$ cat config.mk
export PLATFORM = sky130hd
export DESIGN_NAME = count_enable_gen
export DESIGN_NICKNAME = d
export VERILOG_FILES = /design/src/rtl/count_enable_gen_pkg.sv /design/src/rtl/btn_debounce.sv /design/src/rtl/count_enable_gen.sv
export SDC_FILE = /design/constraint.sdc
export NUM_CORES = 1
export LEC_CHECK = 0
export CAP_MARGIN = 25
export CORE_ASPECT_RATIO = 2
export CORE_MARGIN = 2
export CORE_UTILIZATION = 58
export CTS_BUF_LIST = sky130_fd_sc_hd__clkbuf_8
export DETAILED_ROUTE_END_ITERATION = 10
export PLACE_DENSITY = 0.78
export SYNTH_ARGS = -nofsm -noshare
export SYNTH_HDL_FRONTEND = slang
export SYNTH_SLANG_ARGS = --single-unit
$ cat constraint.sdc
create_clock -name clk -period 2.1 [get_ports clk]
set_input_delay 0.315 -clock clk [delete_from_list [all_inputs] [get_ports clk]]
set_output_delay 0.315 -clock clk [all_outputs]
set_load 0.02 [all_outputs]
$ cat src/rtl/count_enable_gen_pkg.sv
// Shared types and helpers for the lab counter front end.
// Debounce state encoding plus a width helper used by several lab blocks.
package count_enable_gen_pkg;

  typedef enum logic [1:0] {
    IDLE         = 2'd0,
    PRESS_WAIT   = 2'd1,
    PRESSED      = 2'd2,
    RELEASE_WAIT = 2'd3
  } db_state_e;

  // Counter width able to hold n-1, never narrower than one bit.
  function automatic int CLOG2_MIN1(input int n);
    return (n <= 1) ? 1 : $clog2(n);
  endfunction

endpackage

$ cat src/rtl/btn_debounce.sv
// Two-flop synchronizer and debounce FSM for a bouncing push-button.
// press_event is combinational with the PRESS_WAIT -> PRESSED transition.
module btn_debounce
  import count_enable_gen_pkg::*;
#(
  parameter int DEBOUNCE_CYCLES = 500000
) (
  input  logic clk,
  input  logic rst,
  input  logic btn,
  output logic press_event,
  output logic btn_level
);

  localparam int CW = CLOG2_MIN1(DEBOUNCE_CYCLES);
  localparam logic [CW-1:0] CNT_MAX = CW'(DEBOUNCE_CYCLES - 1);

  logic          s1_q;
  logic          s2_q;
  logic          btn_s;
  db_state_e     state_q;
  db_state_e     state_d;
  logic [CW-1:0] cnt_q;
  logic [CW-1:0] cnt_d;
  logic          level_q;
  logic          level_d;

  assign btn_s = s2_q;

  always_comb begin
    state_d     = state_q;
    cnt_d       = cnt_q;
    press_event = 1'b0;
    unique case (state_q)
      IDLE: begin
        if (btn_s) begin
          state_d = PRESS_WAIT;
          cnt_d   = '0;
        end
      end
      PRESS_WAIT: begin
        if (!btn_s) begin
          state_d = IDLE;
        end else if (cnt_q == CNT_MAX) begin
          state_d     = PRESSED;
          press_event = 1'b1;
        end else begin
          cnt_d = cnt_q + 1'b1;
        end
      end
      PRESSED: begin
        if (!btn_s) begin
          state_d = RELEASE_WAIT;
          cnt_d   = '0;
        end
      end
      RELEASE_WAIT: begin
        // A re-press here is still the same press: no new event.
        if (btn_s) begin
          state_d = PRESSED;
        end else if (cnt_q == CNT_MAX) begin
          state_d = IDLE;
        end else begin
          cnt_d = cnt_q + 1'b1;
        end
      end
    endcase
    level_d = (state_d == PRESSED) ||
              (state_d == RELEASE_WAIT);
  end

  always_ff @(posedge clk or posedge rst) begin
    if (rst) begin
      s1_q    <= 1'b0;
      s2_q    <= 1'b0;
      state_q <= IDLE;
      cnt_q   <= '0;
      level_q <= 1'b0;
    end else begin
      s1_q    <= btn;
      s2_q    <= s1_q;
      state_q <= state_d;
      cnt_q   <= cnt_d;
      level_q <= level_d;
    end
  end

  assign btn_level = level_q;

endmodule

$ cat src/rtl/count_enable_gen.sv
// Enable-pulse source for the 4-bit lab counter.
// Step mode: one pulse per debounced press; free-run: prescaled tick.
module count_enable_gen
  import count_enable_gen_pkg::*;
#(
  parameter int DEBOUNCE_CYCLES = 500000,
  parameter int DIV             = 12500000
) (
  input  logic clk,
  input  logic rst,
  input  logic btn,
  input  logic mode,
  output logic en,
  output logic btn_level
);

  localparam int PW = CLOG2_MIN1(DIV);
  localparam logic [PW-1:0] PCNT_MAX = PW'(DIV - 1);

  logic          press_event;
  logic          mode_r_q;
  logic          mode_r_d;
  logic [PW-1:0] pcnt_q;
  logic [PW-1:0] pcnt_d;
  logic          tick_q;
  logic          tick_d;
  logic          en_q;
  logic          en_d;

  btn_debounce #(
    .DEBOUNCE_CYCLES(DEBOUNCE_CYCLES)
  ) u_debounce (
    .clk        (clk),
    .rst        (rst),
    .btn        (btn),
    .press_event(press_event),
    .btn_level  (btn_level)
  );

  always_comb begin
    mode_r_d = mode;
    pcnt_d   = '0;
    tick_d   = 1'b0;
    if (mode_r_q) begin
      if (pcnt_q == PCNT_MAX) begin
        tick_d = 1'b1;
      end else begin
        pcnt_d = pcnt_q + 1'b1;
      end
    end
    // Presses seen while free-running are dropped, not queued.
    en_d = mode_r_q ? tick_q : press_event;
  end

  always_ff @(posedge clk or posedge rst) begin
    if (rst) begin
      mode_r_q <= 1'b0;
      pcnt_q   <= '0;
      tick_q   <= 1'b0;
      en_q     <= 1'b0;
    end else begin
      mode_r_q <= mode_r_d;
      pcnt_q   <= pcnt_d;
      tick_q   <= tick_d;
      en_q     <= en_d;
    end
  end

  assign en = en_q;

endmodule

# After elaboration in Yosys (flattened, before gate mapping)
# Index checks and enable logic that the tools add are counted.
# op_classes
mul,0
reduce_logical,3
n_div,0
magnitude_cmp,0
n_eq_ne,11
add_sub_neg,2
bitwise,0
muxes,21
shift,0
# op_table
op,n
2-to-1 mux 19 bit,5
one-hot mux 19 bit (4 select lines),1
2-to-1 mux 24 bit,2
"adder 24 x 1 -> 24 bit, second input constant",1
"== test 24 bit, second input constant",1
"adder 19 x 1 -> 19 bit, second input constant",1
"== test 19 bit, second input constant",1
2-to-1 mux 2 bit,6
"== test 2 bit, second input constant",4
one-hot mux 2 bit (4 select lines),1
2-to-1 mux 1 bit,6
"!= test 2 x 1 -> 1 bit, second input constant",2
"!= test 2 bit, second input constant",2
AND reduction 4 bit,1
"== test 2 x 1 -> 1 bit, second input constant",1
logical NOT 2 bit,1
logical OR 1 bit,1
# totals
input_bits,4
mem_count,0
ramBits,0
output_inout_bits,2
latch_bits,0
elab_cells,46
rom_bits,0
reg_bits,51

# Logic depth before layout (Yosys ltp)
# logic_depth
word_depth,6
ltp_mapped,7
depth_no_buf,5

# Hierarchy
# Synthesis repeated with hierarchy kept, for this count alone.
# unflattened
hier_cells,270
area_unflattened_um2,2577.5
# modules_own_cells
module,cells_per_inst,instances,area_per_inst_um2
count_enable_gen,136,1,1327.5
btn_debounce,134,1,1249.9

# Worst setup path after synthesis
# Ideal clock, no wire load.
# synth_path
path_kind,reg2reg
startpoint,register u_debounce.cnt_q[0]
endpoint,register u_debounce.cnt_q[18]
period_less_slack_ps,1990
path_stages_with_launch,6
path_slack_ps,110
path_buffers,0
setup_time_ps,78
arrival_time_ps,1912
cell_sequence,dfrtp_1 > ha_1 > nand3_2 > or4_4 > or4_1 > o21bai_1
# synth_between
elab_chain_cells,4
elab_cells_between_ends,6
# synth_rtl
item,line,rtl
start: declaration,btn_debounce.sv:23,logic [CW-1:0] cnt_q;
start signal: assignment,btn_debounce.sv:83,cnt_q <= cnt_d;
adder 19 x 1 -> 19 bit or == test 19 bit (tied branches),--,
2-to-1 mux 19 bit (*),"btn_debounce.sv:44, btn_debounce.sv:61",
"2-to-1 mux 19 bit, on equally long branches","btn_debounce.sv:59, btn_debounce.sv:42",
one-hot mux 19 bit (4 select lines) (*),btn_debounce.sv:34,unique case (state_q)
# Mark *: on every way between the ends. The rest lies on a longest branch, timed or not. The select of a mux whose other input is x is not followed.
# A chain may end at the register's enable or synchronous reset.

# Worst setup path in the final report
# layout_path
startpoint,register u_debounce.cnt_q[1]
endpoint,register u_debounce.cnt_q[18]
# The elaborated chain is that of the path after synthesis.

==> flow_summary.ini <==
[status]
status = finished clean

[global_route]
grt_antenna_before_repair = 0
grtUsageMet3 = 0.0280
grt.met2_usage = 0.514
grt_pass1_vias = 2357
grt_use_total = 0.264
grt.overflow.total = 0
grt_pass1_wl_um = 10600
grt_max_degree = 34
grt_busiest_layer = met2
met1_usage = 0.271

[pwr]
pwr-share-seq = 0.533
clockPowerShare = 0.412
internal_power_uw = 1510
power_uw = 1910
leakagePower_uw = 0.00121
power_density_nw_per_um2 = 617
ir_drop_mv = 0.617
p_sw_frac = 0.210
comb_power_share = 0.055
switchingPower_uw = 401

[synthesis]
ys_warn_count = 0
ys_seq_elements = 51
synth-edff-count = 0
synth_area_per_cell_um2 = 9.28
synth_cell_type_count = 46
syn_area_um2 = 2750
synth-seq-area-share = 0.465
synth_nets = 302
ys.flop_type = dfrtp_1
async_flop_share = 1.00
syn_inst = 296

[clock_tree]
tritoncts = built
cts_max_level = 2
root_buffer = clkbuf_8
cts_buffer_depth = 2
clk-insertion-delay-late_ns = 0.30
clk_pin_slew_ns = 0.09
cts_hold_buf = 0
cts_buffers = 5
cts.sinks = 51

[timing]
finalSetupViolCount = 0
tns_ns = 0
finalCriticalPeriod_ns = 1.98
clock.fmax_mhz = 504
worst_pin_slew_ns = 0.485
maxSlewHeadroom = 0.674
hold_slack_ns = 0.330
clock_skew_ns = 0.00756
min_period_over_period = 0.945
rsz0062_at_grt = no
hold_viol = 0
drv_slew = 0

[finish]
syn_to_final_growth_pct = 12.7
finish.utilization = 0.673
final_common_cell = dfrtp_1
stdcell_area_um2 = 3090
drive_above_1_share = 0.125
layout_common_cells = dfrtp_1 (51), nand2_1 (24), nor2_1 (23), buf_4 (18), nand4_1 (17)
antenna_cells = 0
final_nets = 318

[floorplan]
die-height_um = 101
ios = 6
die-area_um2 = 5330
start_util = 0.597
die-width_um = 52.7
core_um2 = 4600
rows = 35

[drt]
routedWlPerCell_um = 17.3
drt_wl_total_um = 6370
vias = 2331
postRouteAntennaNets = 0
viasPerCell = 6.33
dr.pass1.iters = 4
drcViolationCount = 0
drt-initial-drc-count = 73

[hold_path]
hold_path.class = input port to async pin

[run]
cap_viol_max_count = 0

[placed_design]
place.gp.congestion = 0.854
dpl_cell_area_um2 = 2950
io_buffers = 5
dp_hpwl_um = 4670

[worst_setup_path]
critPathBufInv = 0
cp_data_required_time_ns = 2.33
cp.arrival_ns = 2.22
worst-path-max-fanout = 5
crit_type = flip-flop to flip-flop
critical_path.slowest_cell = or4_4
crit_family = simple AND/OR/NAND/NOR gates
critPathMaxStageDelay_ns = 0.57
start_kind = flip-flop
path_cells = ha_2 > nand3_2 > or4_4 > or4_1 > o21bai_1
critPathCaptureType = flip-flop
## cell usage after synthesis (all sizes together), types with 4 or more instances
master | n | share of area
and3 | 5 | 0.011
buf | 4 | 0.0068
dfrtp | 51 | 0.46
nor4 | 8 | 0.018
inv | 13 | 0.018
nor2 | 23 | 0.031
o31ai | 8 | 0.022
o211ai | 7 | 0.019
o2bb2ai | 5 | 0.016
xor2 | 8 | 0.026
xnor2 | 6 | 0.019
nand2 | 24 | 0.033
clkbuf | 11 | 0.015
nand3 | 14 | 0.027
or4 | 10 | 0.029
nor3 | 11 | 0.020
mux2i | 5 | 0.018
nand2b | 4 | 0.0091
o21ai | 14 | 0.026
a21oi | 14 | 0.026
nand4 | 18 | 0.043
## final cells by class
cell class | count | area, µm²
fillers | 370 | 1500
multi-input cells | 217 | 1360
flip-flops and latches | 51 | 1280
repair buffers | 24 | 205
clock buffers | 5 | 68.8
well taps | 55 | 68.8
clock inverters | 3 | 63.8
inverters | 13 | 48.8
## sequential cells by signal (all words and copies together) (netlist names)
| register | flops |
|---|---|
| u_debounce.s1_q | 1 |
| en | 1 |
| pcnt_q | 24 |
| u_debounce.btn_level | 1 |
| u_debounce.state_q | 2 |
| tick_q | 1 |
| mode_r_q | 1 |
| u_debounce.cnt_q | 19 |
| u_debounce.btn_s | 1 |
## what timing repair did
item	4_1_cts	5_1_grt
endpoints found under the hold margin	0	0
buffers inserted	0	1
setup endpoints to repair	0	1
gates resized for setup	0	1
## final timing paths
| check | cells after the start | end | from | slack, ns |
|---|---|---|---|---|
| max reg2reg | 5 | u_debounce.cnt_q[18]$_DFFE_PP0P_ | u_debounce.cnt_q[1]$_DFFE_PP0P_ | 0.12 |
| min in group clk | 0 | u_debounce.btn_s$_DFF_PP0_ | u_debounce.s1_q$_DFF_PP0_ | 0.36 |
| min reg2reg | 0 | u_debounce.btn_s$_DFF_PP0_ | u_debounce.s1_q$_DFF_PP0_ | 0.36 |
| max in group asynchronous | 3 | u_debounce.cnt_q[17]$_DFFE_PP0P_ | rst | 1.24 |
| max | 5 | u_debounce.cnt_q[18]$_DFFE_PP0P_ | u_debounce.cnt_q[1]$_DFFE_PP0P_ | 0.12 |
| min | 2 | u_debounce.btn_s$_DFF_PP0_ | rst | 0.33 |
## kinds of logic (layout without fill, tap and decap cells)
group,after synthesis,after routing,share of synthesized area
and+or+nand+nor,133,133,0.267
adders and majority gates,2,2,0.00911
xor gates and xnor gates,14,14,0.0446
buffers and inverters,28,45,0.0401
DFF,51,51,0.465
muxes,8,8,0.0305
AOI/OAI and AO/OA,60,60,0.144
## layer usage
layer | part of all wire | up-vias
li1 | - | 1121
met1 | 0.37 | 1143
met2 | 0.59 | 51
met3 | 0.021 | 16
met4 | 0.026 | 0
met5 | 0 | -
## power groups by stage
stage	Clock, µW	Sequential [µW]	Combinational (µW)
2_1_floorplan	0	1030	66.3
3_3_place_gp	0	1030	98.9
3_5_place_dp	0	1040	102
4_1_cts	807	1020	102
5_1_grt	847	1020	119
6_report	787	1020	106
## stage by stage
stage / setup WS, ns / instances
after floorplan: 0.110 / 296
after global placement: 0.155 / 359
after detailed placement: 0.127 / 359
after CTS: 0.0968 / 367
after global routing: 0.0144 / 368
final: 0.116 / 368
Power figures use the tool's default switching activity.
